$ cat src/rtl/sr_frame_feeder.sv
// Serialiser feeding fixed-length shift-register chains.
// Words stream LSB-first per lane; frame end appends depth zero bits.
module sr_frame_feeder #(
    parameter int width  = 1,
    parameter int word_w = 8,
    parameter int depth  = 130
) (
    input  logic                      clk,
    input  logic                      rst_n,
    input  logic [width*word_w-1:0]   s_data,
    input  logic                      s_valid,
    input  logic                      s_last,
    output logic                      s_ready,
    output logic [width-1:0]          sh_d,
    output logic                      sh_e,
    output logic                      busy,
    output logic                      flush_done
);
    localparam int BW = (word_w > 1) ? $clog2(word_w) : 1;
    localparam int FW = $clog2(depth + 1);

    typedef enum logic [1:0] {
        IDLE,
        SHIFT,
        FLUSH
    } state_t;

    state_t                    state;
    logic [BW-1:0]             bit_idx;
    logic [FW-1:0]             flush_cnt;
    logic                      last_q;
    logic [width*word_w-1:0]   shreg;
    logic                      last_bit;
    logic                      accept;

    function automatic logic [width-1:0] lane_lsb(
        input logic [width*word_w-1:0] v
    );
        logic [width-1:0] r;
        for (int w = 0; w < width; w++)
            r[w] = v[w*word_w];
        return r;
    endfunction

    function automatic logic [width*word_w-1:0] lane_shr(
        input logic [width*word_w-1:0] v
    );
        logic [width*word_w-1:0] r;
        for (int w = 0; w < width; w++)
            r[w*word_w +: word_w] = v[w*word_w +: word_w] >> 1;
        return r;
    endfunction

    assign last_bit = (bit_idx == BW'(word_w - 1));
    assign busy     = (state != IDLE);
    assign accept   = s_valid && s_ready;

    // Ready depends on registered state only, so upstream sees no comb loop.
    assign s_ready = rst_n &&
                     ((state == IDLE) ||
                      (state == SHIFT && last_bit && !last_q));

    always_ff @(posedge clk or negedge rst_n) begin
        if (!rst_n) begin
            state      <= IDLE;
            bit_idx    <= '0;
            flush_cnt  <= '0;
            last_q     <= 1'b0;
            shreg      <= '0;
            sh_d       <= '0;
            sh_e       <= 1'b0;
            flush_done <= 1'b0;
        end else begin
            flush_done <= 1'b0;
            case (state)
                IDLE: begin
                    if (accept) begin
                        sh_d    <= lane_lsb(s_data);
                        shreg   <= lane_shr(s_data);
                        sh_e    <= 1'b1;
                        bit_idx <= '0;
                        last_q  <= s_last;
                        state   <= SHIFT;
                    end else begin
                        sh_d <= '0;
                        sh_e <= 1'b0;
                    end
                end
                SHIFT: begin
                    if (!last_bit) begin
                        sh_d    <= lane_lsb(shreg);
                        shreg   <= lane_shr(shreg);
                        bit_idx <= bit_idx + BW'(1);
                    end else if (last_q) begin
                        state     <= FLUSH;
                        sh_d      <= '0;
                        sh_e      <= 1'b1;
                        flush_cnt <= '0;
                        last_q    <= 1'b0;
                    end else if (accept) begin
                        // back-to-back word: no bubble on sh_e
                        sh_d    <= lane_lsb(s_data);
                        shreg   <= lane_shr(s_data);
                        bit_idx <= '0;
                        last_q  <= s_last;
                    end else begin
                        state <= IDLE;
                        sh_d  <= '0;
                        sh_e  <= 1'b0;
                    end
                end
                FLUSH: begin
                    if (flush_cnt == FW'(depth - 1)) begin
                        state      <= IDLE;
                        sh_e       <= 1'b0;
                        flush_done <= 1'b1;
                        flush_cnt  <= '0;
                    end else begin
                        flush_cnt <= flush_cnt + FW'(1);
                    end
                end
                default: begin
                    state <= IDLE;
                    sh_d  <= '0;
                    sh_e  <= 1'b0;
                end
            endcase
        end
    end
endmodule

$ cat config.mk
export PLATFORM = sky130hd
export DESIGN_NAME = sr_frame_feeder
export DESIGN_NICKNAME = d
export VERILOG_FILES = /design/src/rtl/sr_frame_feeder.sv
export SDC_FILE = /design/constraint.sdc
export NUM_CORES = 1
export LEC_CHECK = 0
export ABC_AREA = 1
export BUFFER_PORTS_ARGS = -buffer_cell sky130_fd_sc_hd__buf_4
export CAP_MARGIN = 20
export CORE_UTILIZATION = 55
export DETAILED_ROUTE_END_ITERATION = 8
export GPL_ROUTABILITY_DRIVEN = 1
export HOLD_SLACK_MARGIN = 0.02
export PLACE_DENSITY = 0.76
export SLEW_MARGIN = 30
export SYNTH_ARGS = -nofsm -noshare
export SYNTH_HDL_FRONTEND = slang
export SYNTH_SLANG_ARGS = --single-unit
$ cat constraint.sdc
create_clock -name clk -period 2.82 [get_ports clk]
set_clock_uncertainty 0.15 [all_clocks]
set_input_delay 0.282 -clock clk [delete_from_list [all_inputs] [get_ports clk]]
set_output_delay 0.282 -clock clk [all_outputs]
set_load 0.005 [all_outputs]
**Yosys cells after proc, flatten, opt, wreduce, memory -nomap -nowiden**

Index checks and enable logic that the tools add are counted.

- Bits in registers: 25
- Input port bits: 12
- Output and inout bits: 5
- Logic and storage cells: 70

- $add $sub $neg: 2
- Equal/unequal tests: 10
- Multiplexer cells: 35
- Reductions and logical operators: 15

Operators by type and width:

| kind | count |
|---|---|
| $mux W8 | 6 |
| $pmux W8 S2 | 2 |
| $mux W1 | 14 |
| $mux W2 | 5 |
| $mux W3 | 3 |
| $reduce_and A3 Y1 | 3 |
| $add A8 B1 Y8 const B | 1 |
| $eq A8 B8 Y1 const B | 1 |
| $ne A2 B2 Y1 const B | 4 |
| $ne A3 B3 Y1 const B | 2 |
| $pmux W1 S3 | 2 |
| $pmux W2 S3 | 1 |
| $pmux W3 S2 | 1 |
| $reduce_bool A2 Y1 | 3 |
| $logic_and A1 B1 Y1 | 4 |
| $reduce_and A4 Y1 | 1 |
| $add A3 B1 Y3 const B | 1 |
| $eq A3 B3 Y1 const B | 1 |
| $eq A2 B1 Y1 const B | 1 |
| $eq A2 B2 Y1 const B | 1 |
| $logic_not A2 Y1 | 1 |
| $pmux W1 S2 | 1 |
| $reduce_and A2 Y1 | 1 |
| $logic_not A1 Y1 | 1 |
| $logic_or A1 B1 Y1 | 1 |

**Logic depth before layout (Yosys ltp)**

Gate-level depths: netlist (run 1).

- Depth after elaboration: 10
- Mapped depth: 9

**Worst setup path after synthesis (run 1)**

No wires, ideal clock.

- Kind: register to register
- From: register bit_idx[0]
- To: register shreg[4]
- Library setup time: 0.122 ns
- Arrival: 1.360 ns
- Required time: 2.548 ns
- Path slack: 1.188 ns
- Stages on the path, launching flop included: 10
- Cells stage by stage: dfrtp_1 ha_1 ha_1 nand4_1 nand2_2 nand3_4 nand2_4 buf_12 o211ai_2 o21ai_2

- Cells in the longest elaborated chain, start to end: 10
- Elaborated cells between the ends (all ways): 12
- Those cells by class: 2 x eq/ne; 4 x mux; 6 x reduce/logical

Ends and longest elaborated chain:

| element | RTL line | source |
|---|---|---|
| start, declared | 29 | `logic [BW-1:0] bit_idx;` |
| start signal, assigned | 93 | `bit_idx <= bit_idx + BW'(1);` |
| $eq A3 B3 Y1 * | 54 | `assign last_bit = (bit_idx == BW'(word_w - 1));` |
| $logic_and A1 B1 Y1 (2 in series) | 61 | `(state == SHIFT && last_bit && !last_q));` |
| $logic_or A1 B1 Y1 | 60 | `((state == IDLE) \|\|` |
| $logic_and A1 B1 Y1 | 59 | `assign s_ready = rst_n &&` |
| $logic_and A1 B1 Y1 | 56 | `assign accept = s_valid && s_ready;` |
| $mux W8 (2 in series) | -- |  |
| $mux W8 | 90 | `if (!last_bit) begin` |
| $pmux W8 S2 | 75 | `case (state)` |
| end signal, assigned | 79 | `shreg <= lane_shr(s_data);` |
| end signal, assigned | 92 | `shreg <= lane_shr(shreg);` |
| end signal, assigned | 103 | `shreg <= lane_shr(s_data);` |
| end, declared | 32 | `logic [width*word_w-1:0] shreg;` |

Every way passes the cells marked *; elsewhere a longest branch is shown, timed or not. The select of a mux whose other input is x is not followed.
A chain may end at the register's enable or synchronous reset.

**Worst setup path in the final report (run 1)**

- From: input port rst_n
- To: output port s_ready

- Cells in the longest elaborated chain, start to end: 1

Ends and longest elaborated chain:

| element | RTL line | source |
|---|---|---|
| start, declared | 9 | `input logic rst_n,` |
| $logic_and A1 B1 Y1 | 59 |  |
| end, declared | 13 | `output logic s_ready,` |

No other way between the ends.

==> results of run 1 <==
[where the power goes]
group          internal (W)  switching, W  leakage [nW]
Sequential         0.000477     0.0000623         0.322
Clock             0.0000553      0.000103        0.0150
Combinational      0.000243      0.000382         0.395
Total              0.000775      0.000547         0.731
[per-stage QoR]
step           utilization, %  worst slack (ns)
2_1_floorplan               -              1.19
3_3_place_gp             65.0              1.09
3_5_place_dp             65.0             0.996
4_1_cts                  66.6             0.759
5_1_grt                  66.6             0.651
6_report                 66.6             0.768
[registers in the layout (all words and copies together), names as in the netlist]
name,flops
sh_d,1
sh_e,1
flush_cnt,8
bit_idx,3
flush_done,1
shreg,8
state,2
last_q,1
[repair_timing]
item,in CTS,in global routing
hold buffers,1,0
setup buffers,0,0
endpoints found under the hold margin,25,0
[cells by family after synthesis]
kind of cell / count (synthesis) / share of synthesized area [%]
XOR/XNOR: 1 / 0.652
AND/OR/NAND/NOR: 64 / 23.2
adder cells (fa/ha/maj): 4 / 3.73
flip-flops: 25 / 46.6
buffers and inverters: 26 / 9.41
AO/OA/AOI/OAI: 32 / 16.4
[final cells by class]
class	instances	share of cell area, %
multi-input cells	101	39.3
well taps	28	2.33
repair buffers	17	8.66
flip-flops and latches	25	41.6
inverters	24	6.33
clock buffers	4	1.75
[critical path, cell delays in order]
cell and delay (ns):
dlygate4sd3_1 0.52, buf_4 0.33, a21boi_2 0.31, buf_4 0.15
[layer usage]
metal	track usage [%]	wire (um)	vias to the layer above
met3	3.87	63	4
li1	-	-	537
met5	0	0	-
met4	9.46	28	0
met1	27.6	1080	490
met2	36.4	1120	18
[cells in the final DEF, fill, tap and decap left out, types with 4 or more instances in the layout]
cell type / netlist / routed
nand2_1: 31 / 31
a21oi_1: 4 / 4
o21ai_1: 4 / 4
buf_4: 0 / 16
o21ai_0: 8 / 8
ha_1: 4 / 4
nand3_1: 7 / 7
dfrtp_1: 25 / 25
nand4_1: 4 / 4
inv_1: 20 / 20
nor2_1: 13 / 13
[worst max path at each step]
stage | startpoint | to | slack, ns | cells past startpoint
after floorplan | bit_idx[0]$_DFFE_PN0P_ | shreg[4]$_DFFE_PN0P_ | 1.19 | 9
after global placement | bit_idx[0]$_DFFE_PN0P_ | bit_idx[0]$_DFFE_PN0P_ | 1.09 | 9
after detailed placement | bit_idx[0]$_DFFE_PN0P_ | bit_idx[0]$_DFFE_PN0P_ | 1.0 | 9
after CTS | rst_n | s_ready | 0.76 | 4
after global routing | bit_idx[0]$_DFFE_PN0P_ | s_ready | 0.65 | 5
final | rst_n | s_ready | 0.77 | 4
==> impl_metrics.env, run 1 <==
export IMPL_numPortBuffers=16
export IMPL_min_to="last_q$_DFFE_PN0P_"
export IMPL_design_core_area_um2=2250
export IMPL_post_layout_nonfiller_instances=199
export IMPL_synth_edf_count=0
export IMPL_clock_path_buffers=2
export IMPL_grt_overflow_total=0
export IMPL_hpwl_mm=1.76
export IMPL_cap_violations=0
export IMPL_min_delay_start="s_last"
export IMPL_worst_slew_pin_slew_ns=0.366
export IMPL_arrival_ns=1.62
export IMPL_dr_total_vias=1049
export IMPL_yosysTopAreaCellShare_pct=46.6
export IMPL_fin_area_um2=1500
export IMPL_tritoncts="yes"
export IMPL_initial_utilization_pct=59.5
export IMPL_r2r_start="bit_idx[0]$_DFFE_PN0P_"
export IMPL_clkTransAtPathRegs_ns=0.13
export IMPL_grt_max_degree=30
export IMPL_path_max_fanout=29
export IMPL_reg2reg_depth=9
export IMPL_drt_iter0_drc=21
export IMPL_leakagePower_nw=0.731
export IMPL_routed_wl_mm=2.29
export IMPL_synth_fp_nets=168
export IMPL_fmax_mhz=487
export IMPL_syn2layout_area_growth_pct=11.9
export IMPL_synth_distinct_cells=29
export IMPL_firstDrtPassIters=4
export IMPL_seqCellArea_um2=626
export IMPL_layout_min_cycle_time_ns=2.05
export IMPL_grt_pass1_wl_mm=4.28
export IMPL_timing_setup_tns_ns=0
export IMPL_seq_area_frac_synth_pct=46.6
export IMPL_hold_path_class="input port to flip-flop"
export IMPL_numClockSinks=25
export IMPL_multi_input_area_um2=591
export IMPL_peakVddDrop_uv=641
export IMPL_drc=0
export IMPL_drive_gt1_share_pct=22.8
export IMPL_reg2reg_slack_ns=0.99
export IMPL_status="finished, final reports clean"
export IMPL_syn_inst=152
export IMPL_slew_viol_final=0
export IMPL_htreeDepth=1
export IMPL_timing_rr_end="bit_idx[0]$_DFFE_PN0P_"
export IMPL_async_reset_ff_share_pct=100
export IMPL_period_share_pct=72.8
export IMPL_grt_usage_pct=21.9
export IMPL_die_width_um=51.4
export IMPL_gp_congestion=0.921
export IMPL_cp_required_ns=2.39
export IMPL_die_h_um=51.4
export IMPL_power_density_nw_per_um2=880
export IMPL_synth_cell_area_um2=1340
export IMPL_wl_per_cell_um=11.5
export IMPL_cts_buffers_inserted=3
export IMPL_slew_headroom_pct=75.6
export IMPL_clk_latency_ns=0.31
export IMPL_crit_path_start_kind="input port"
export IMPL_cts_resized=0
export IMPL_die_area_um2=2640
export IMPL_nets=188
export IMPL_antenna_found_initial=0
export IMPL_setup_worst_path_class="input port to primary output"
export IMPL_setup_viol=0
export IMPL_synth_area_leaders="dfrtp_1, nand2_1, inv_1"
export IMPL_ys_ff_latch=25
export IMPL_synth_commonest_cells="nand2_1, dfrtp_1, inv_1"
export IMPL_hold_worst_slack_ns=0.0432
export IMPL_synthFlopType="dfrtp_1"
export IMPL_final_antenna_net_count=0
export IMPL_yosysMostFrequentCell="nand2_1"
export IMPL_post_drt_via_cell_ratio=5.27
export IMPL_holdPathStages=3
export IMPL_placed_cell_area_um2=1470
export IMPL_synth_top_cell_by_area="dfrtp_1"
export IMPL_ios=17
export IMPL_rsz0062_at_grt="no"
export IMPL_yosys_warnings=0
export IMPL_antenna_cells=0
export IMPL_fin_total_pwr_w=0.00132
export IMPL_hold_viol=0
export IMPL_fill_cells=206
export IMPL_endpoint_kind="primary output"
export IMPL_rows=17
export IMPL_dp_cells=194
export IMPL_postSynthAreaPerCell_um2=8.83
export IMPL_grt_pass1_vias=1006
export IMPL_cts_root_buf="clkbuf_4"
Power figures use the tool's default switching activity.
==> run 2: changes to the inputs <==
- clock period: 2.82 -> 2.1 ns (I/O delays scaled with it)
==> run 2 against run 1 <==
Effect of this change:
- final area increased by 6.2%
- power increased by 37%
- clock-buffer cell count decreased by 1
==> impl_metrics.env, run 2 (synthesized netlist as in run 1, its figures left out) <==
export IMPL_status="finished, final reports clean"
export IMPL_clkTransAtPathRegs_ns=0.13
export IMPL_hold_path_class="input port to flip-flop"
export IMPL_initial_utilization_pct=59.5
export IMPL_timing_setup_tns_ns=0
export IMPL_tritoncts="yes"
export IMPL_wl_met3_um=59
export IMPL_arrival_ns=1.58
export IMPL_dp_cells=195
export IMPL_firstDrtPassIters=4
export IMPL_htreeDepth=1
export IMPL_die_width_um=51.4
export IMPL_period_share_pct=92.6
export IMPL_reg2reg_slack_ns=0.25
export IMPL_final_common_cell="nand2_1"
export IMPL_cts_buffers_inserted=3
export IMPL_m1WireLength_mm=1.19
export IMPL_endpoint_kind="primary output"
export IMPL_fin_total_pwr_w=0.00181
export IMPL_placed_cell_area_um2=1470
export IMPL_cp_required_ns=1.74
export IMPL_post_layout_nonfiller_instances=209
export IMPL_timing_rr_end="bit_idx[0]$_DFFE_PN0P_"
export IMPL_setup_worst_path_class="flip-flop to primary output"
export IMPL_slew_viol_final=0
export IMPL_rows=17
export IMPL_routed_wl_mm=2.50
export IMPL_numPortBuffers=16
export IMPL_leakagePower_nw=0.779
export IMPL_final_antenna_net_count=0
export IMPL_die_area_um2=2640
export IMPL_antenna_cells=0
export IMPL_grt_pass1_vias=1050
export IMPL_crit_top_cell="ha_1"
export IMPL_fmax_mhz=514
export IMPL_hpwl_mm=1.78
export IMPL_fin_area_um2=1600
export IMPL_wl_per_cell_um=12.0
export IMPL_grt_usage_pct=22.5
export IMPL_cts_root_buf="clkbuf_4"
export IMPL_dr_total_vias=1105
export IMPL_die_h_um=51.4
export IMPL_antenna_found_initial=0
export IMPL_grt_max_degree=16
export IMPL_final_cell_mix="nand2_1, dfrtp_1, inv_1"
export IMPL_post_drt_via_cell_ratio=5.29
export IMPL_drc=0
export IMPL_nets=198
export IMPL_gp_congestion=0.917
export IMPL_clock_path_buffers=2
export IMPL_cap_violations=0
export IMPL_top_layer="met4"
export IMPL_clk_latency_ns=0.31
export IMPL_crit_slowest_cell="dfrtp_1"
export IMPL_hold_viol=0
export IMPL_reg_top3="flush_cnt: 8 flops, shreg: 8 flops, bit_idx: 3 flops"
export IMPL_setup_viol=0
export IMPL_syn2layout_area_growth_pct=18.9
export IMPL_crit_path_start_kind="flip-flop"
export IMPL_cp_cell_sequence="ha_1, ha_1, nand4_1, a21boi_2, buf_4"
export IMPL_r2r_start="bit_idx[0]$_DFFE_PN0P_"
export IMPL_wl_met2_mm=1.24
export IMPL_slew_headroom_pct=84.8
export IMPL_drive_gt1_share_pct=23.8
export IMPL_min_to="shreg[1]$_DFFE_PN0P_"
export IMPL_layout_min_cycle_time_ns=1.94
export IMPL_design_core_area_um2=2250
export IMPL_slowest_delay_ns=0.40
export IMPL_peakVddDrop_uv=804
export IMPL_reg2reg_depth=9
export IMPL_ios=17
export IMPL_grt_overflow_total=0
export IMPL_min_delay_start="s_data[2]"
export IMPL_path_max_fanout=3
export IMPL_numClockSinks=25
export IMPL_rsz0062_at_grt="no"
export IMPL_drt_iter0_drc=23
export IMPL_grt_pass1_wl_mm=4.36
export IMPL_holdPathStages=3
export IMPL_worst_slew_pin_slew_ns=0.228
export IMPL_power_density_nw_per_um2=1130
## run 2: changes by cell type in the layout (fill, tap and decap cells not counted)
| cell | before | now |
|---|---|---|
| dlygate4sd3_1 | 1 | 8 |
| buf_4 | 16 | 19 |
| clkinv_2 | 0 | 1 |
| clkbuf_1 | 1 | 0 |
## run 2: report_power, final
group,switching (W),internal [W]
combinational,0.000520,0.000349
clock,0.000143,0.0000712
sequential,0.0000835,0.000640
total,0.000746,0.00106
## run 2: metal layers
layer	up-vias	global-route usage, %
met4	0	9.46
met5	-	0
met2	19	36.6
met1	528	29.6
li1	556	-
met3	2	3.57
## run 2: area by class of cell
class / instances / area [um^2]
sequential: 25 / 626
clock inverter: 1 / 5.00
multi-input combinational: 101 / 591
inverter: 24 / 95.1
tap: 28 / 35.0
timing repair buffer: 27 / 223
fill: 184 / 658
clock buffer: 3 / 22.5
## run 2: critical path: cells and delay by family (launching register included)
kind                       cells  cell delay (ns)
and+or+nand+nor                1             0.18
buffers and inverters          1             0.14
adders and majority gates      2             0.33
DFF                            1             0.40
AOI/OAI and AO/OA              1             0.23
## run 2: timing repair
action                     in CTS  in global routing
hold endpoints to repair       32                  0
hold buffers                    8                  0
setup endpoints to repair       0                  1
gates resized for setup         0                  0
setup buffers                   0                  2
## run 2: through the flow
step	setup WS [ns]	utilization [%]	hold slack, ns
floorplan	0.468	-	-0.236
global placement	0.370	65.4	-0.0785
detailed placement	0.288	65.4	-0.0731
CTS	0.134	70.1	0.0366
global route	0.0341	70.8	0.0518
finish	0.156	70.8	0.0419
## run 2: how the worst max path moves through the flow
stage,startpoint,cells after the start,slack (ns),endpoint
final,bit_idx[0]$_DFFE_PN0P_,5,0.16,s_ready
after CTS,bit_idx[0]$_DFFE_PN0P_,5,0.13,s_ready
after global routing,bit_idx[0]$_DFFE_PN0P_,5,0.03,s_ready
after floorplan,bit_idx[0]$_DFFE_PN0P_,9,0.47,shreg[4]$_DFFE_PN0P_
after detailed placement,bit_idx[0]$_DFFE_PN0P_,9,0.29,bit_idx[0]$_DFFE_PN0P_
after global placement,bit_idx[0]$_DFFE_PN0P_,9,0.37,bit_idx[0]$_DFFE_PN0P_
